File: config.mk
export PLATFORM = sky130hd
export DESIGN_NAME = i2c_cfg_seq
export DESIGN_NICKNAME = d
export VERILOG_FILES = /design/src/rtl/i2c_cfg_pkg.sv /design/src/rtl/cfg_rom.sv /design/src/rtl/i2c_cfg_seq.sv
export SDC_FILE = /design/constraint.sdc
export NUM_CORES = 1
export LEC_CHECK = 0
export ABC_CLOCK_PERIOD_IN_PS = 2600
export BUFFER_PORTS_ARGS = -buffer_cell sky130_fd_sc_hd__buf_2
export CORE_UTILIZATION = 48
export DETAILED_ROUTE_END_ITERATION = 10
export PLACE_DENSITY_LB_ADDON = 0.1
export SLEW_MARGIN = 15
export SYNTH_ARGS = -nofsm -noshare
export SYNTH_HDL_FRONTEND = slang
export SYNTH_HIERARCHICAL = 1
export SYNTH_SLANG_ARGS = --single-unit
File: constraint.sdc
create_clock -name clock -period 2.6 [get_ports clock]
set_clock_uncertainty 0.15 [all_clocks]
set_input_delay 0.26 -clock clock [delete_from_list [all_inputs] [get_ports clock]]
set_output_delay 0.26 -clock clock [all_outputs]
set_load 0.01 [all_outputs]
File: src/rtl/i2c_cfg_pkg.sv
// Shared definitions for the I2C configuration sequencer.
//   state_t        : sequencer FSM states
//   SLOT_QUARTERS  : quarters per bus slot
//   BYTES_PER_WORD : bytes per write transaction (address + two data bytes)
//   default_word() : codec power-up control word table
package i2c_cfg_pkg;

  typedef enum logic [2:0] {
    ST_IDLE,
    ST_START,
    ST_BIT,
    ST_ACK,
    ST_STOP,
    ST_GAP,
    ST_DONE,
    ST_FAIL
  } state_t;

  localparam int SLOT_QUARTERS   = 4;
  localparam int BYTES_PER_WORD  = 3;
  localparam int N_DEFAULT_WORDS = 9;

  // Codec register writes in the order the codec needs them: reset,
  // power-up, path routing, format, sample rate, then activate.
  function automatic logic [15:0] default_word(input logic [7:0] idx);
    logic [15:0] w;
    case (idx)
      8'd0:    w = 16'h1E00;
      8'd1:    w = 16'h0C00;
      8'd2:    w = 16'h0A00;
      8'd3:    w = 16'h0E53;
      8'd4:    w = 16'h0814;
      8'd5:    w = 16'h0579;
      8'd6:    w = 16'h0117;
      8'd7:    w = 16'h1000;
      8'd8:    w = 16'h1201;
      default: w = 16'h0000;
    endcase
    return w;
  endfunction

endpackage

File: src/rtl/cfg_rom.sv
// Configuration word table.
//   idx  : word index
//   word : control word at idx; 16'h0000 for idx >= N_WORDS
module cfg_rom
  import i2c_cfg_pkg::*;
#(
  parameter int N_WORDS = 9
) (
  input  logic [7:0]  idx,
  output logic [15:0] word
);

  always_comb begin
    word = (int'(idx) < N_WORDS) ? default_word(idx) : 16'h0000;
  end

endmodule

File: src/rtl/i2c_cfg_seq.sv
// I2C configuration sequencer: writes N_WORDS control words to one slave,
// one (address, data_hi, data_lo) write per word, retrying NACKed words.
//   clock, reset_n      : system clock, asynchronous active-low reset
//   start               : one-cycle pulse, restarts the table from word 0
//   scl_oe, sda_oe      : open-drain pulls (1 = drive low)
//   sda_i               : synchronised SDA pad level
//   busy, done, error   : run status; done/error hold until next start
//   err_index           : failing word index while error = 1
//   retry_total         : retries in the current run, saturating
module i2c_cfg_seq
  import i2c_cfg_pkg::*;
#(
  parameter int         CLK_DIV    = 64,
  parameter int         N_WORDS    = 9,
  parameter logic [6:0] DEV_ADDR   = 7'h1A,
  parameter int         MAX_RETRY  = 3,
  parameter bit         AUTO_START = 1'b1
) (
  input  logic       clock,
  input  logic       reset_n,
  input  logic       start,
  output logic       scl_oe,
  output logic       sda_oe,
  input  logic       sda_i,
  output logic       busy,
  output logic       done,
  output logic       error,
  output logic [7:0] err_index,
  output logic [7:0] retry_total
);

  localparam int QW = $clog2(CLK_DIV);
  localparam logic [1:0] Q_LAST = 2'(SLOT_QUARTERS - 1);

  state_t      state, state_nxt;
  logic [QW-1:0] qcnt;
  logic [1:0]  quarter;
  logic        qtick;
  logic        slot_end;
  logic        launch;
  logic        auto_pend;
  logic [23:0] shreg;
  logic [2:0]  bit_cnt;
  logic [1:0]  byte_cnt;
  logic [7:0]  idx;
  logic [7:0]  retry_cnt;
  logic        nack;
  logic        last_byte;
  logic        last_word;
  logic        retries_spent;
  logic [15:0] rom_word;

  cfg_rom #(.N_WORDS(N_WORDS)) u_rom (
    .idx  (idx),
    .word (rom_word)
  );

  assign qtick         = (qcnt == QW'(CLK_DIV - 1));
  assign slot_end      = qtick && (quarter == Q_LAST);
  assign last_byte     = (byte_cnt == 2'(BYTES_PER_WORD - 1));
  assign last_word     = (idx == 8'(N_WORDS - 1));
  assign retries_spent = (retry_cnt == 8'(MAX_RETRY));
  assign busy          = !(state inside {ST_IDLE, ST_DONE, ST_FAIL});
  assign done          = (state == ST_DONE);
  assign error         = (state == ST_FAIL);
  // A start while busy is ignored; auto_pend fires the power-up run.
  assign launch        = !busy && (start || auto_pend);

  always_ff @(posedge clock or negedge reset_n) begin
    if (!reset_n) state <= ST_IDLE;
    else          state <= state_nxt;
  end

  // NOTE: every output of a combinational block gets a default first, so no
  // path through the case can leave it unassigned and infer a latch.
  always_comb begin
    state_nxt = state;
    unique case (state)
      ST_IDLE, ST_DONE, ST_FAIL: if (launch) state_nxt = ST_START;
      ST_START: if (slot_end) state_nxt = ST_BIT;
      ST_BIT:   if (slot_end && bit_cnt == 3'd7) state_nxt = ST_ACK;
      ST_ACK: begin
        // A NACK aborts the frame at once; the rest of the word is dropped.
        if (slot_end) state_nxt = (nack || last_byte) ? ST_STOP : ST_BIT;
      end
      ST_STOP:  if (slot_end) state_nxt = ST_GAP;
      ST_GAP: begin
        if (slot_end) begin
          if (nack)           state_nxt = retries_spent ? ST_FAIL : ST_START;
          else if (last_word) state_nxt = ST_DONE;
          else                state_nxt = ST_START;
        end
      end
      default: state_nxt = ST_IDLE;
    endcase
  end

  // NOTE: sequential state uses non-blocking assignments so every register
  // samples pre-edge values regardless of statement order.
  always_ff @(posedge clock or negedge reset_n) begin
    if (!reset_n) begin
      auto_pend   <= AUTO_START;
      qcnt        <= '0;
      quarter     <= '0;
      shreg       <= '0;
      bit_cnt     <= '0;
      byte_cnt    <= '0;
      idx         <= '0;
      retry_cnt   <= '0;
      nack        <= 1'b0;
      err_index   <= '0;
      retry_total <= '0;
    end else begin
      auto_pend <= 1'b0;

      // Quarter timer runs only during a run; it wraps to q0 exactly at
      // each slot boundary, so every slot starts aligned.
      if (!busy) begin
        qcnt    <= '0;
        quarter <= '0;
      end else if (qtick) begin
        qcnt    <= '0;
        quarter <= quarter + 2'd1;
      end else begin
        qcnt <= qcnt + QW'(1);
      end

      if (launch) begin
        idx         <= '0;
        retry_cnt   <= '0;
        retry_total <= '0;
        err_index   <= '0;
      end

      unique case (state)
        ST_START: begin
          if (slot_end) begin
            shreg    <= {DEV_ADDR, 1'b0, rom_word};
            bit_cnt  <= '0;
            byte_cnt <= '0;
          end
        end
        ST_BIT: begin
          if (slot_end) begin
            shreg   <= {shreg[22:0], 1'b0};
            bit_cnt <= bit_cnt + 3'd1;
          end
        end
        ST_ACK: begin
          // Sample on the last cycle of q2, while SCL is still high.
          if (qtick && quarter == 2'd2) nack <= sda_i;
          if (slot_end && !nack && !last_byte) byte_cnt <= byte_cnt + 2'd1;
        end
        ST_GAP: begin
          if (slot_end) begin
            if (nack) begin
              if (retries_spent) begin
                err_index <= idx;
              end else begin
                retry_cnt <= retry_cnt + 8'd1;
                if (retry_total != 8'hFF) retry_total <= retry_total + 8'd1;
              end
            end else if (!last_word) begin
              idx       <= idx + 8'd1;
              retry_cnt <= '0;
            end
          end
        end
        default: ;
      endcase
    end
  end

  // Pad pulls decoded from registered state; IDLE after reset releases both
  // lines while reset_n is still low.
  always_comb begin
    scl_oe = 1'b0;
    sda_oe = 1'b0;
    unique case (state)
      ST_START: begin
        scl_oe = (quarter == 2'd3);
        sda_oe = quarter[1];
      end
      ST_BIT: begin
        scl_oe = (quarter == 2'd0) || (quarter == 2'd3);
        sda_oe = ~shreg[23];
      end
      ST_ACK: begin
        scl_oe = (quarter == 2'd0) || (quarter == 2'd3);
      end
      ST_STOP: begin
        scl_oe = (quarter == 2'd0);
        sda_oe = ~quarter[1];
      end
      default: ;
    endcase
  end

endmodule

-- After elaboration in Yosys (flattened, before gate mapping)
Memory sizes are Yosys's and may differ from the RTL's.
Cells that the tools add are included.
- flip-flop bits (word level): 74
- ROM bits: 192
- output and inout port bits: 21
- word-level logic and storage cells: 121
- memories kept: 1
- $add $sub $neg: 7
- magnitude comparators: 1
- equal/unequal tests: 23
- mux-type cells: 50
- bitwise operators: 2
- reductions and logical operators: 25
- memories (memory ; depth ; width ; rd ports ; clocked after Yosys merged registers in ; write ports ; line ; text):
    (no name shown) ; 16 ; 12 ; 1 ; 0 ; 0 ; i2c_cfg_pkg.sv:27 ; case (idx)
- operator list (kind ; count):
    $mux 8 ; 22
    $mux 24 ; 2
    $pmux 24 s2 ; 1
    $mux 3 ; 12
    $mux 16 ; 2
    $add 8x1->8 const B ; 3
    $pmux 3 s6 ; 1
    $ne 2x2->1 const B ; 8
    $eq 3x3->1 const B ; 5
    $mux 6 ; 2
    $eq 8x2->1 const B ; 1
    $eq 8x4->1 const B ; 1
    $lt 8x4->1 const B ; 1
    $mux 2 ; 4
    $ne 8x8->1 const B ; 1
    $add 6x1->6 const B ; 1
    $eq 2x2->1 const B ; 3
    $eq 3x2->1 const B ; 2
    $eq 6x6->1 const B ; 1
    $logic_and 1x1->1 ; 6
    $pmux 1 s3 ; 2
    $pmux 3 s2 ; 1
    $reduce_and 3->1 ; 2
    $reduce_and 6->1 ; 1
    15 further kinds ; 23

-- Logic depth before layout (Yosys ltp)
- word-level depth: 9
- depth in mapped cells: 8
- depth with buffers taken out: 7

-- By module
Netlist, hierarchy kept.
- modules (own cells, without submodules) (module ; instances ; cells an instance ; area each (sq um) ; sequential area each (sq um)):
    i2c_cfg_seq ; 1 ; 387 ; 3758.6 ; 1853.0
    cfg_rom ; 1 ; 46 ; 347.8 ; 0.0

-- Least setup slack after synthesis
OpenSTA, ideal clock, no wires.
- path kind: flip-flop to flip-flop
- start point: reg idx[7]
- end point: reg state[0]
- setup time: 0.125 ns
- arrival time: 1.875 ns
- data required time: 2.325 ns
- path slack: 0.451 ns
- cell stages (with the launch flop): 6
- buffers on the path: 0
- period minus slack after synthesis: 2.149 ns
- cell sequence: dfrtp_1 > or4b_4 > or4_4 > o21ai_2 > nand2_1 > mux2_2
- longest elaborated chain between the ends: 5
- RTL lines (element ; line ; text):
    from (decl) ; i2c_cfg_seq.sv:45 ; logic [7:0] idx;
    from (signal assigned) ; i2c_cfg_seq.sv:164 ; idx <= idx + 8'd1;
    $eq 8x4->1 ; i2c_cfg_seq.sv:61 ; assign last_word = (idx == 8'(N_WORDS - 1));
    $mux 3 ; i2c_cfg_seq.sv:90 ; else if (last_word) state_nxt = ST_DONE;
    $mux 3 ; i2c_cfg_seq.sv:89 ; if (nack) state_nxt = retries_spent ? ST_FAIL : ST_START;
    $mux 3 ; i2c_cfg_seq.sv:88 ; if (slot_end) begin
    $pmux 3 s6 ; i2c_cfg_seq.sv:78 ; unique case (state)
    to (signal assigned) ; i2c_cfg_seq.sv:71 ; else state <= state_nxt;
    to (decl) ; i2c_cfg_seq.sv:35 ; state_t state, state_nxt;
No other way between the ends. The select of a mux whose other input is x is not followed.
A chain may end at the register's enable or synchronous reset.

-- Worst setup path after layout
- start point: reg idx[7]
- end point: reg retry_cnt[5]
- longest elaborated chain between the ends: 5
- RTL lines (element ; line ; text):
    $eq 8x4->1 ; i2c_cfg_seq.sv:61 ;
    $mux 8 ; i2c_cfg_seq.sv:163 ; end else if (!last_word) begin
    $mux 8 ; i2c_cfg_seq.sv:156 ; if (nack) begin
    $mux 8 ; i2c_cfg_seq.sv:155 ; if (slot_end) begin
    $mux 8 ; i2c_cfg_seq.sv:135 ; unique case (state)
    to (signal assigned) ; i2c_cfg_seq.sv:160 ; retry_cnt <= retry_cnt + 8'd1;
    to (decl) ; i2c_cfg_seq.sv:46 ; logic [7:0] retry_cnt;
No other way between the ends.

==> key figures <==
Yosys
  – Main combinational cell family by area after synthesis: simple AND/OR/NAND/NOR gates
  – Seq/Total Area, Yosys: 45.1%
  – Post-synthesis compound-gate area fraction: 14.3%
  – Yosys warns: 6
  – Post-synthesis mux area share: under 10%
  – Ys async rst share: 100%
  – Syn_area_per_cell: 9.48 um^2
  – Xor/xnor share of the synthesized area: under 10%
  – Mapped cell area: approximately 4000 um^2
  – Mapped Cells: 433
  – Post-synthesis adder-cell area fraction: 5.79%
  – Synthesis-stage register bit count: 74
  – Post-synth EDFFs: 0
  – Simple-Gate Fraction of Synth Area: 22.0%
  – Ys flop type: dfrtp_1
  – Unique masters post-synth: 58

Route
  – Vias: a little over 3000
  – DRC: 0
  – Drt first pass iters: 4
  – Routed WL per cell: 14.1 um
  – Routed WL: 8.08 mm
  – DRT iter0 DRCs: 79
  – ANT nets after route: 0
  – Vias per cell: 5.39

Floorplan
  – Core ar.: slightly above 8000 um^2
  – Die area: 8930 um^2
  – Cell Rows: 33
  – Initial core utilization: around half
  – Die Ht: 94.5 um
  – Die Span X: 94.5 um
  – Io pins: 25

Power
  – Switching power: between 0.7 and 0.8 mW
  – Clock Power Share: 36.1%
  – VDD IR max: 0.255 mV
  – Share of power burned in combinational logic: 15.6%
  – Leak pwr: 2.11 nW
  – Pwr Density: 592 nW/um^2
  – Sw Share: 28.1%
  – Seq pwr share: 48.3%
  – Cell Int Power: 1.95 mW

Place
  – Buffers added on ports: 24
  – Detailed placement HPWL: 5.53 mm
  – Placer Congestion: 0.815
  – Dpl ws: 0.340 ns

Timing
  – Crit share post-route: 87.7%
  – Post-route setup slack: 0.319 ns
  – Final hold viol count: 0
  – RSZ-0062 raised after global routing: no
  – Slew headroom: 38.5%
  – Min Tclk post-route: ~2.3 ns
  – # setup viols final: 0
  – WHS: 0.167 ns
  – Setup TNS: 0 ns
  – Worst slew pin tran: 0.923 ns
  – FMAX: 0.438 GHz
  – Final slew viol count: 0

Clock tree
  – TritonCTS Buffers: 9
  – Post-CTS sizing: 0
  – Worst skew pair latency: about 0.36 ns
  – CTS Root Cell: clkbuf_8
  – H-tree Lvls: 3
  – Clock sinks: 74
  – Clk buf depth: 2
  – Reg clk slew, reported paths: 0.08 ns
  – CTS tree: built

Setup path
  – CP max-delay cell: or4b_4
  – Critical path startpoint category: flop
  – Buf/Inv on CP: 0
  – Crit path max fanout: 7
  – Data required time of the worst path: 2.73 ns
  – Cell family with most CP delay: simple AND/OR/NAND/NOR gates
  – Most frequent CP cell: o21ai_0
  – Max incr delay on CP: 0.56 ns
  – Crit path arrival time: 2.41 ns
  – Critical path capture point type: flop
  – CP Cell Sequence: or4b_4 -> or4_4 -> a31oi_4 -> o21ai_0 -> o21ai_0
  – CP Class: reg2reg

Hold path
  – Worst hold path class: in2reg

GRT
  – Vias in the first global route: 2934
  – Pin count of the biggest net entering global routing: 75
  – Total track usage: 20.3%
  – First-pass GRT wire length: 13.9 mm
  – Overflow after GRT: 0
  – Initial antenna violation count: 0

Flow run
  – Max cap viols: 0

Layout
  – Area grow syn2layout: 11.4%
  – Leading cell type in the layout, fill and taps excluded: dfrtp_1
  – Number of antenna diodes: 0
  – Nets: 487
  – Layout cells sized above 1: around 18%
  – Most frequent cells in the layout: 73 x dfrtp_1, 63 x nand2_1, 44 x o21ai_0

Outcome
  – Run status: completed
==> cell families after synthesis <==
kind of cell	count (synthesis)
multiplexers	23
adder cells (fa/ha/maj)	19
flip-flops	74
buffers and inverters	39
AO/OA/AOI/OAI	92
other	2
XOR/XNOR	9
AND/OR/NAND/NOR	175
==> synthesized netlist by cell type, types with 3 or more instances <==
cell,count,area [um^2]
nor4_1,5,31.3
o21ai_1,3,15.0
nor2_1,25,93.8
and3_1,10,62.6
nor3_1,13,65.1
nor2b_1,3,18.8
a311oi_1,3,26.3
nand2_1,63,236
mux2_2,3,33.8
a31oi_1,4,25.0
clkbuf_1,10,37.5
a22o_1,9,78.8
nand4_1,5,31.3
buf_2,6,30.0
o21ai_0,44,220
nand2b_1,4,25.0
a21oi_2,5,43.8
nor2_2,3,18.8
dfrtp_1,73,1830
and4_1,3,26.3
o22a_1,3,26.3
a21oi_1,12,60.1
ha_1,19,238
mux2i_1,20,200
nand3_1,18,90.1
or3_1,4,25.0
inv_1,13,48.8
xnor2_1,7,61.3
buf_4,7,52.6
==> worst register-to-register path, cell delays in order (launching register included) <==
cell and delay (ns):
dfrtp_1 0.45, or4b_4 0.56, or4_4 0.54, a31oi_4 0.28, o21ai_0 0.14, o21ai_0 0.09
==> registers in the layout (all words and copies together) (netlist names), 2 cells and up <==
signal	count
bit_cnt	3
byte_cnt	2
err_index	8
idx	8
qcnt	6
quarter	2
retry_cnt	8
retry_total	8
shreg	24
state	3
==> worst paths after layout <==
path	start	to	slack (ns)	cells after the start
setup / recovery	idx[7]	retry_cnt[5]	0.32	5
hold / removal	start	state[1]	0.17	4
setup reg to reg	idx[7]	retry_cnt[5]	0.32	5
hold reg to reg	qcnt[0]	qcnt[0]	0.32	1
max in group asynchronous	reset_n	shreg[9]	1.26	2
min in group asynchronous	reset_n	retry_cnt[7]	0.43	2
==> metal layers <==
layer	vias up	track usage [%]	part of all wire (%)	wire, um
li1	1584	-	-	-
met1	1458	28.8	51	4130
met2	38	30.3	44	3570
met3	11	4.59	3.4	273
met4	0	7.58	1.4	112
met5	-	0	0	0
==> power by group through the flow <==
stage / clock (mW) / sequential [mW] / combinational (mW)
after floorplan: 0 / 1.30 / 0.340
after global placement: 0 / 1.33 / 0.417
after detailed placement: 0 / 1.33 / 0.423
after CTS: 1.01 / 1.31 / 0.426
after global routing: 1.06 / 1.32 / 0.483
final: 0.978 / 1.31 / 0.422
==> through the flow <==
step | area [um^2] | std cells | power [mW] | utilization [%]
CTS | 4570 | 574 | 2.74 | 55.4
floorplan | 4120 | 436 | 1.64 | -
global route | 4570 | 574 | 2.87 | 55.4
detailed placement | 4340 | 556 | 1.75 | 52.6
global placement | 4340 | 556 | 1.74 | 52.6
finish | 4570 | 574 | 2.71 | 55.4
==> timing repair <==
action,in CTS,in global routing
endpoints found under the hold margin,74,0
hold buffers,2,0
buffers inserted,0,0
==> final cells by class <==
type / count / area (um^2)
sequential: 74 / 1850
inverter: 13 / 48.8
clock inverter: 4 / 76.3
timing repair buffer: 43 / 270
tap: 105 / 131
multi-input combinational: 323 / 2060
clock buffer: 12 / 135
fill: 749 / 3680
(Power assumes the default switching activity.)
